--- config.mk ---
export PLATFORM = sky130hd
export DESIGN_NAME = iexecute
export DESIGN_NICKNAME = d
export VERILOG_FILES = /design/src/rtl/iexecute.sv
export SDC_FILE = /design/constraint.sdc
export NUM_CORES = 1
export LEC_CHECK = 0
export CORE_MARGIN = 1
export CORE_UTILIZATION = 50
export DETAILED_ROUTE_END_ITERATION = 12
export PLACE_DENSITY = 0.81
export SLEW_MARGIN = 20
export SYNTH_ARGS = -nofsm -noshare
export SYNTH_HDL_FRONTEND = slang
export SYNTH_SLANG_ARGS = --single-unit
--- constraint.sdc ---
create_clock -name clk -period 9.62 [get_ports clk]
set_clock_uncertainty 0.2 [all_clocks]
set_input_delay 0.962 -clock clk [delete_from_list [all_inputs] [get_ports clk]]
set_output_delay 0.962 -clock clk [all_outputs]
set_load 0.02 [all_outputs]
--- src/rtl/iexecute.sv ---
// iexecute: MIPS execute stage (ALU control, ALU, operand/dest select, branch target) feeding an EX/MEM register.
// Inputs: clk, reset (sync, high), flush, nPC, A, B, SE, RT, RD, ALUOp and ID/EX control bits.
// Outputs: registered BranchTarget, ALUResult, Zero, WriteData, WriteAddress and the five control bits.
// Optional: EX_FORWARD_EN adds FwdA/FwdB selects plus ExMemResult/MemWbResult forwarding inputs.
module iexecute (
  input  logic        clk,
  input  logic        reset,
  input  logic        flush,
  input  logic [31:0] nPC,
  input  logic [31:0] A,
  input  logic [31:0] B,
  input  logic [31:0] SE,
  input  logic [4:0]  RT,
  input  logic [4:0]  RD,
  input  logic [1:0]  ALUOp,
  input  logic        ALUSrc,
  input  logic        Branch,
  input  logic        MemRead,
  input  logic        MemWrite,
  input  logic        MemtoReg,
  input  logic        RegWrite,
  input  logic        RegDst,
`ifdef EX_FORWARD_EN
  input  logic [1:0]  FwdA,
  input  logic [1:0]  FwdB,
  input  logic [31:0] ExMemResult,
  input  logic [31:0] MemWbResult,
`endif
  output logic [31:0] BranchTarget,
  output logic [31:0] ALUResult,
  output logic        Zero,
  output logic [31:0] WriteData,
  output logic [4:0]  WriteAddress,
  output logic        BranchOut,
  output logic        MemReadOut,
  output logic        MemWriteOut,
  output logic        MemtoRegOut,
  output logic        RegWriteOut
);
  logic [31:0] op_a, op_b_fwd, op_b, alu_d, bt_d;
  logic [31:0] bt_q, alu_q, wd_q;
  logic [4:0]  wa_d, wa_q, ctl_d, ctl_q;
  logic        zero_q;
  logic [5:0]  funct;
  always_comb begin
`ifdef EX_FORWARD_EN
    op_a     = FwdA[1] ? ExMemResult : FwdA[0] ? MemWbResult : A;
    op_b_fwd = FwdB[1] ? ExMemResult : FwdB[0] ? MemWbResult : B;
`else
    op_a     = A;
    op_b_fwd = B;
`endif
    op_b  = ALUSrc ? SE : op_b_fwd;
    funct = SE[5:0];
    alu_d = ALUOp == 2'b01 ? op_a - op_b :
            ALUOp != 2'b10 ? op_a + op_b :
            funct == 6'b100000 ? op_a + op_b :
            funct == 6'b100010 ? op_a - op_b :
            funct == 6'b100100 ? op_a & op_b :
            funct == 6'b100101 ? op_a | op_b :
            funct == 6'b101010 ? {31'd0, $signed(op_a) < $signed(op_b)} : 32'd0;
    bt_d  = nPC + {SE[29:0], 2'b00};
    wa_d  = RegDst ? RD : RT;
    ctl_d = flush ? 5'd0 : {Branch, MemRead, MemWrite, MemtoReg, RegWrite};
  end
  always_ff @(posedge clk) begin
    if (reset) begin
      bt_q   <= '0;
      alu_q  <= '0;
      zero_q <= 1'b0;
      wd_q   <= '0;
      wa_q   <= '0;
      ctl_q  <= '0;
    end else begin
      bt_q   <= bt_d;
      alu_q  <= alu_d;
      zero_q <= alu_d == 32'd0;
      wd_q   <= op_b_fwd;
      wa_q   <= wa_d;
      ctl_q  <= ctl_d;
    end
  end
  assign BranchTarget = bt_q;
  assign ALUResult    = alu_q;
  assign Zero         = zero_q;
  assign WriteData    = wd_q;
  assign WriteAddress = wa_q;
  assign {BranchOut, MemReadOut, MemWriteOut, MemtoRegOut, RegWriteOut} = ctl_q;
endmodule

Word level (Yosys, flattened, before mapping)
Index checks and enable logic that the tools add are counted.
- register bits: 107
- output and inout port bits: 107
- word-level logic and storage cells: 30
- $add $sub $neg: 3
- magnitude comparators: 1
- eq/ne operators: 7
- mux-type cells: 9
- bitwise logic cells: 2
- reductions and logical operators: 2
- operators with widths (operator ; number):
    32-bit 2-to-1 mux ; 7
    32-bit adder ; 2
    32-bit AND ; 1
    32-bit zero test ; 1
    32-bit < comparator ; 1
    32-bit OR ; 1
    32-bit subtractor ; 1
    6-bit == test (second input constant) ; 5
    5-bit 2-to-1 mux ; 1
    2-bit by 1-bit == test with 1-bit output (second input constant) ; 1
    2-bit != test (second input constant) ; 1
    2-bit OR reduction ; 1
    1-bit 2-to-1 mux ; 1

Depth between registers and ports, before layout
- depth after elaboration: 10
- gate-level depth with buffers: 19
- gate-level depth less buffers: 16

Least setup slack after synthesis
No wires, ideal clock.
- kind: input to register
- start: input port SE[0]
- end: register zero_q, in the netlist Zero
- library setup time: 87 ps
- arrival: 5361 ps
- path slack: 3972 ps
- stages: 19
- buffers on the path: 3
- path through: buf_1 clkbuf_1 buf_1 mux2i_1 inv_1 ha_1 inv_1 fa_1 nand2b_1 a211o_1 a21o_1 a21oi_1 a211oi_1 o311ai_0 a2bb2oi_1 nand4b_1 nor4b_2 o2111ai_1 nor4b_2
- word-level cells in the longest chain between the ends: 10
- RTL lines (what ; RTL line ; RTL):
    from (decl) ; 12 ; input logic [31:0] SE,
    32-bit 2-to-1 mux ; 53 ; op_b = ALUSrc ? SE : op_b_fwd;
    32-bit < comparator ; 61 ; funct == 6'b101010 ? {31'd0, $signed(op_a) < $signed(op_b)} : 32'd0;
    1-bit 2-to-1 mux ; 61 ;
    32-bit 2-to-1 mux ; 60 ; funct == 6'b100101 ? op_a | op_b :
    32-bit 2-to-1 mux ; 59 ; funct == 6'b100100 ? op_a & op_b :
    32-bit 2-to-1 mux ; 58 ; funct == 6'b100010 ? op_a - op_b :
    32-bit 2-to-1 mux ; 57 ; funct == 6'b100000 ? op_a + op_b :
    32-bit 2-to-1 mux ; 56 ; ALUOp != 2'b10 ? op_a + op_b :
    32-bit 2-to-1 mux * ; 55 ; alu_d = ALUOp == 2'b01 ? op_a - op_b :
    32-bit zero test * ; 77 ; zero_q <= alu_d == 32'd0;
    to (signal assigned) ; 70 ; zero_q <= 1'b0;
    to (signal assigned) ; 77 ;
    to (decl) ; 43 ; logic zero_q;
Every way passes the cells marked *; elsewhere a longest branch is shown, timed or not.
A chain may end at the register's enable or synchronous reset.

Final worst setup path
- start: input port ALUSrc
- end: register zero_q, in the netlist Zero
- word-level cells in the longest chain between the ends: 10
- RTL lines (what ; RTL line ; RTL):
    from (decl) ; 16 ; input logic ALUSrc,
    32-bit 2-to-1 mux * ; 53 ;
    32-bit < comparator ; 61 ;
    1-bit 2-to-1 mux ; 61 ;
    32-bit 2-to-1 mux ; 60 ;
    32-bit 2-to-1 mux ; 59 ;
    32-bit 2-to-1 mux ; 58 ;
    32-bit 2-to-1 mux ; 57 ;
    32-bit 2-to-1 mux ; 56 ;
    32-bit 2-to-1 mux * ; 55 ;
    32-bit zero test * ; 77 ;
Marks and branches as above.

==> results.py <==
metrics = {
    "final_layout": {
        "final_cells": 1785,
        "layout_common_cells": "clkdlybuf4s50_1, inv_1, nor2_1, ha_1, a21oi_1",
        "nets": 1791,
        "drive_gt1_frac": 0.04219,
        "seq_area_um2": 2142,
        "multi_input_area_um2": 7183,
        "areaGrowthSynthToFinish_pct": 29.13,
        "fill_cells": 1751,
        "final_common_cell": "clkdlybuf4s50_1",
    },
    "grt": {
        "antenna_found_initial": 3,
        "gr-total-overflow": 0,
        "grt_pass1_vias": 10100,
        "track_usage": 0.3559,
        "grt_pass1_wl_mm": 56.47,
        "grt_max_degree": 74,
    },
    "clock_network": {
        "cts_resized": 0,
        "clkTransAtPathRegs_ps": 80,
        "clock_sinks": 107,
        "cts.htree.levels": 3,
        "cts_made_buffers": 9,
        "cts_buffer_depth": 2,
        "cts-root-buf": "clkbuf_16",
        "cts_setup_buffers": 0,
        "cts-hold-fix-buffers": 0,
        "cts_tree": "done",
    },
    "yosys": {
        "ys_warn_count": 0,
        "avgSynthCellArea_um2": 7.767,
        "muxShareOfSynthArea": 0.06745,
        "synthesis.nets": 1582,
        "netlist_area_um2": 10130,
        "synth_edf_count": 0,
        "synth_top_flop_cell": "dfxtp_1",
        "async_flop_share": 0,
        "synth_top_family_by_area": "compound AO/OA/AOI/OAI gates",
        "netlist_instances": 1304,
        "synthSimpleGateAreaFrac": 0.1881,
        "yosys.area_share.adder": 0.1603,
        "ys_ff_latch": 107,
        "synth-xor-area-share": 0.02940,
        "synth_cell_type_count": 86,
        "synth_compound_area_frac": 0.2629,
        "ys_seq_area_frac": 0.2115,
    },
    "power_and_ir_drop": {
        "leakage_nw": 5.730,
        "powerDensity_nw_per_um2": 129.1,
        "power_mw": 1.688,
        "ir_drop_uv": 83.65,
    },
    "floorplan": {
        "ios": 257,
        "dieArea_um2": 20830,
        "row_count": 51,
        "start_util": 0.5153,
        "fp.dieW_um": 144.3,
        "core_region_area_um2": 19650,
        "die_height_um": 144.3,
    },
    "flow_run": {
        "maxCapViolations": 0,
    },
    "timing": {
        "max_freq_ghz": 0.1749,
        "fin_crit_ps": 5718,
        "rsz0062_at_grt": "false",
        "hold_ws_ps": 776.8,
        "finalMaxSlewViolations": 0,
        "slew_headroom": 0.3729,
        "tns_ps": 0,
        "fin_crit_sh": 0.5943,
        "max_slew.worst_pin.slew_ps": 940.5,
        "hold_viol": 0,
        "setup_viol": 0,
    },
    "placement": {
        "hpwl_mm": 28.76,
        "gp_congestion": 0.9676,
        "placed_cells": 1767,
        "io_buffers": 256,
    },
    "drt": {
        "postRouteAntennaNets": 0,
        "via_per_inst": 6.089,
        "avgRoutedWirePerCell_um": 21.13,
        "first_pass_iters": 5,
        "wl_mm": 37.72,
        "drtIter0Drc": 1000,
        "post-route-drc-count": 0,
        "via_count": 10870,
    },
    "worst_setup_path": {
        "cp_max_fo": 32,
        "critPathLaunchType": "input pin",
        "crit_slowest_cell": "mux2i_1",
        "required_ps": 9700,
        "path_class": "input pin to flop",
        "slowest_delay_ps": 650,
        "worstPathArrival_ps": 5800,
        "crit_top_cell": "nor4b_2",
        "worstPathCellList": "buf_2 -> buf_4 -> mux2i_1 -> ha_1 -> or4_4 -> or2_1 -> nor4b_4 -> or3_1 -> a21oi_1 -> o21ai_0 -> a31oi_1 -> nand4b_1 -> nor4b_2 -> o2111ai_1 -> nor4b_2",
        "worstSetupEndpointType": "flop",
    },
    "hold_path": {
        "hold_path.class": "input pin to flop",
    },
    "run_status": {
        "status": "completed",
    },
}
-- logic make-up (layout without fill, tap and decap cells) --
family,after synthesis,in the layout
compound gates,394,394
simple gates,370,370
buf+inv,203,416
fa+ha+maj,128,128
flops,107,107
mux,68,68
xor+xnor,34,34
other cells,0,3
-- flip-flops by register name (all words and copies together) (netlist names) --
name / count
ALUResult: 32
WriteAddress: 5
ctl_q: 5
Zero: 1
WriteData: 32
BranchTarget: 32
-- final cells by class --
type                       instances  area share
inverter                         136     0.03903
multi-input combinational        994      0.5492
timing repair buffer             265      0.2001
clock inverter                     6    0.004688
tap                              265     0.02535
clock buffer                       9     0.01722
antenna                            3   0.0005740
sequential                       107      0.1638
-- worst paths after layout --
path               start                      end  slack (ps)  depth (start not counted)
hold / removal     reset  ALUResult[5]$_SDFF_PP0_         780                          2
setup / recovery  ALUSrc          Zero$_SDFF_PP0_        3900                         15
-- routing by layer --
| metal | global-route usage | share of wire |
|---|---|---|
| met3 | 0.06159 | 0.097 |
| met5 | 0 | 0 |
| met4 | 0.1524 | 0.034 |
| met2 | 0.5827 | 0.45 |
| met1 | 0.4572 | 0.42 |
-- synth_stat cells (all sizes together) (15+ instances only) --
master | n | area, um^2
a211oi | 15 | 112.6
inv | 136 | 510.5
ha | 125 | 1564
nand3 | 19 | 95.09
o21ai | 91 | 459.2
xnor2 | 22 | 192.7
dfxtp | 107 | 2142
nor3 | 26 | 135.1
a21o | 23 | 172.7
clkbuf | 41 | 153.9
a21oi | 116 | 584.3
nand2 | 50 | 187.7
mux2i | 66 | 660.6
nor2 | 125 | 469.2
and2 | 20 | 125.1
nand2b | 15 | 93.84
nor2b | 49 | 306.5
buf | 26 | 148.9
-- report_power, final --
group          internal, mW  switching, mW
Combinational         0.339          0.466
Sequential            0.487         0.0131
Clock                 0.181          0.203
-- worst max-delay path, delay by kind of cell --
kind            cells  cell delay, ps
compound gates      4             830
fa+ha+maj           1             470
buf+inv             2             540
mux                 1             650
simple gates        7            2330
-- metrics by stage --
| stage | instance area [um^2] | setup slack (ps) | util |
|---|---|---|---|
| 6_report | 13080 | 3902 | 0.6655 |
| 5_1_grt | 13080 | 3707 | 0.6655 |
| 4_1_cts | 13070 | 3956 | 0.6651 |
| 3_5_place_dp | 12780 | 3588 | 0.6505 |
| 3_3_place_gp | 12780 | 3589 | 0.6505 |
| 2_1_floorplan | 10130 | 3972 | - |
Power figures use the tool's default switching activity.
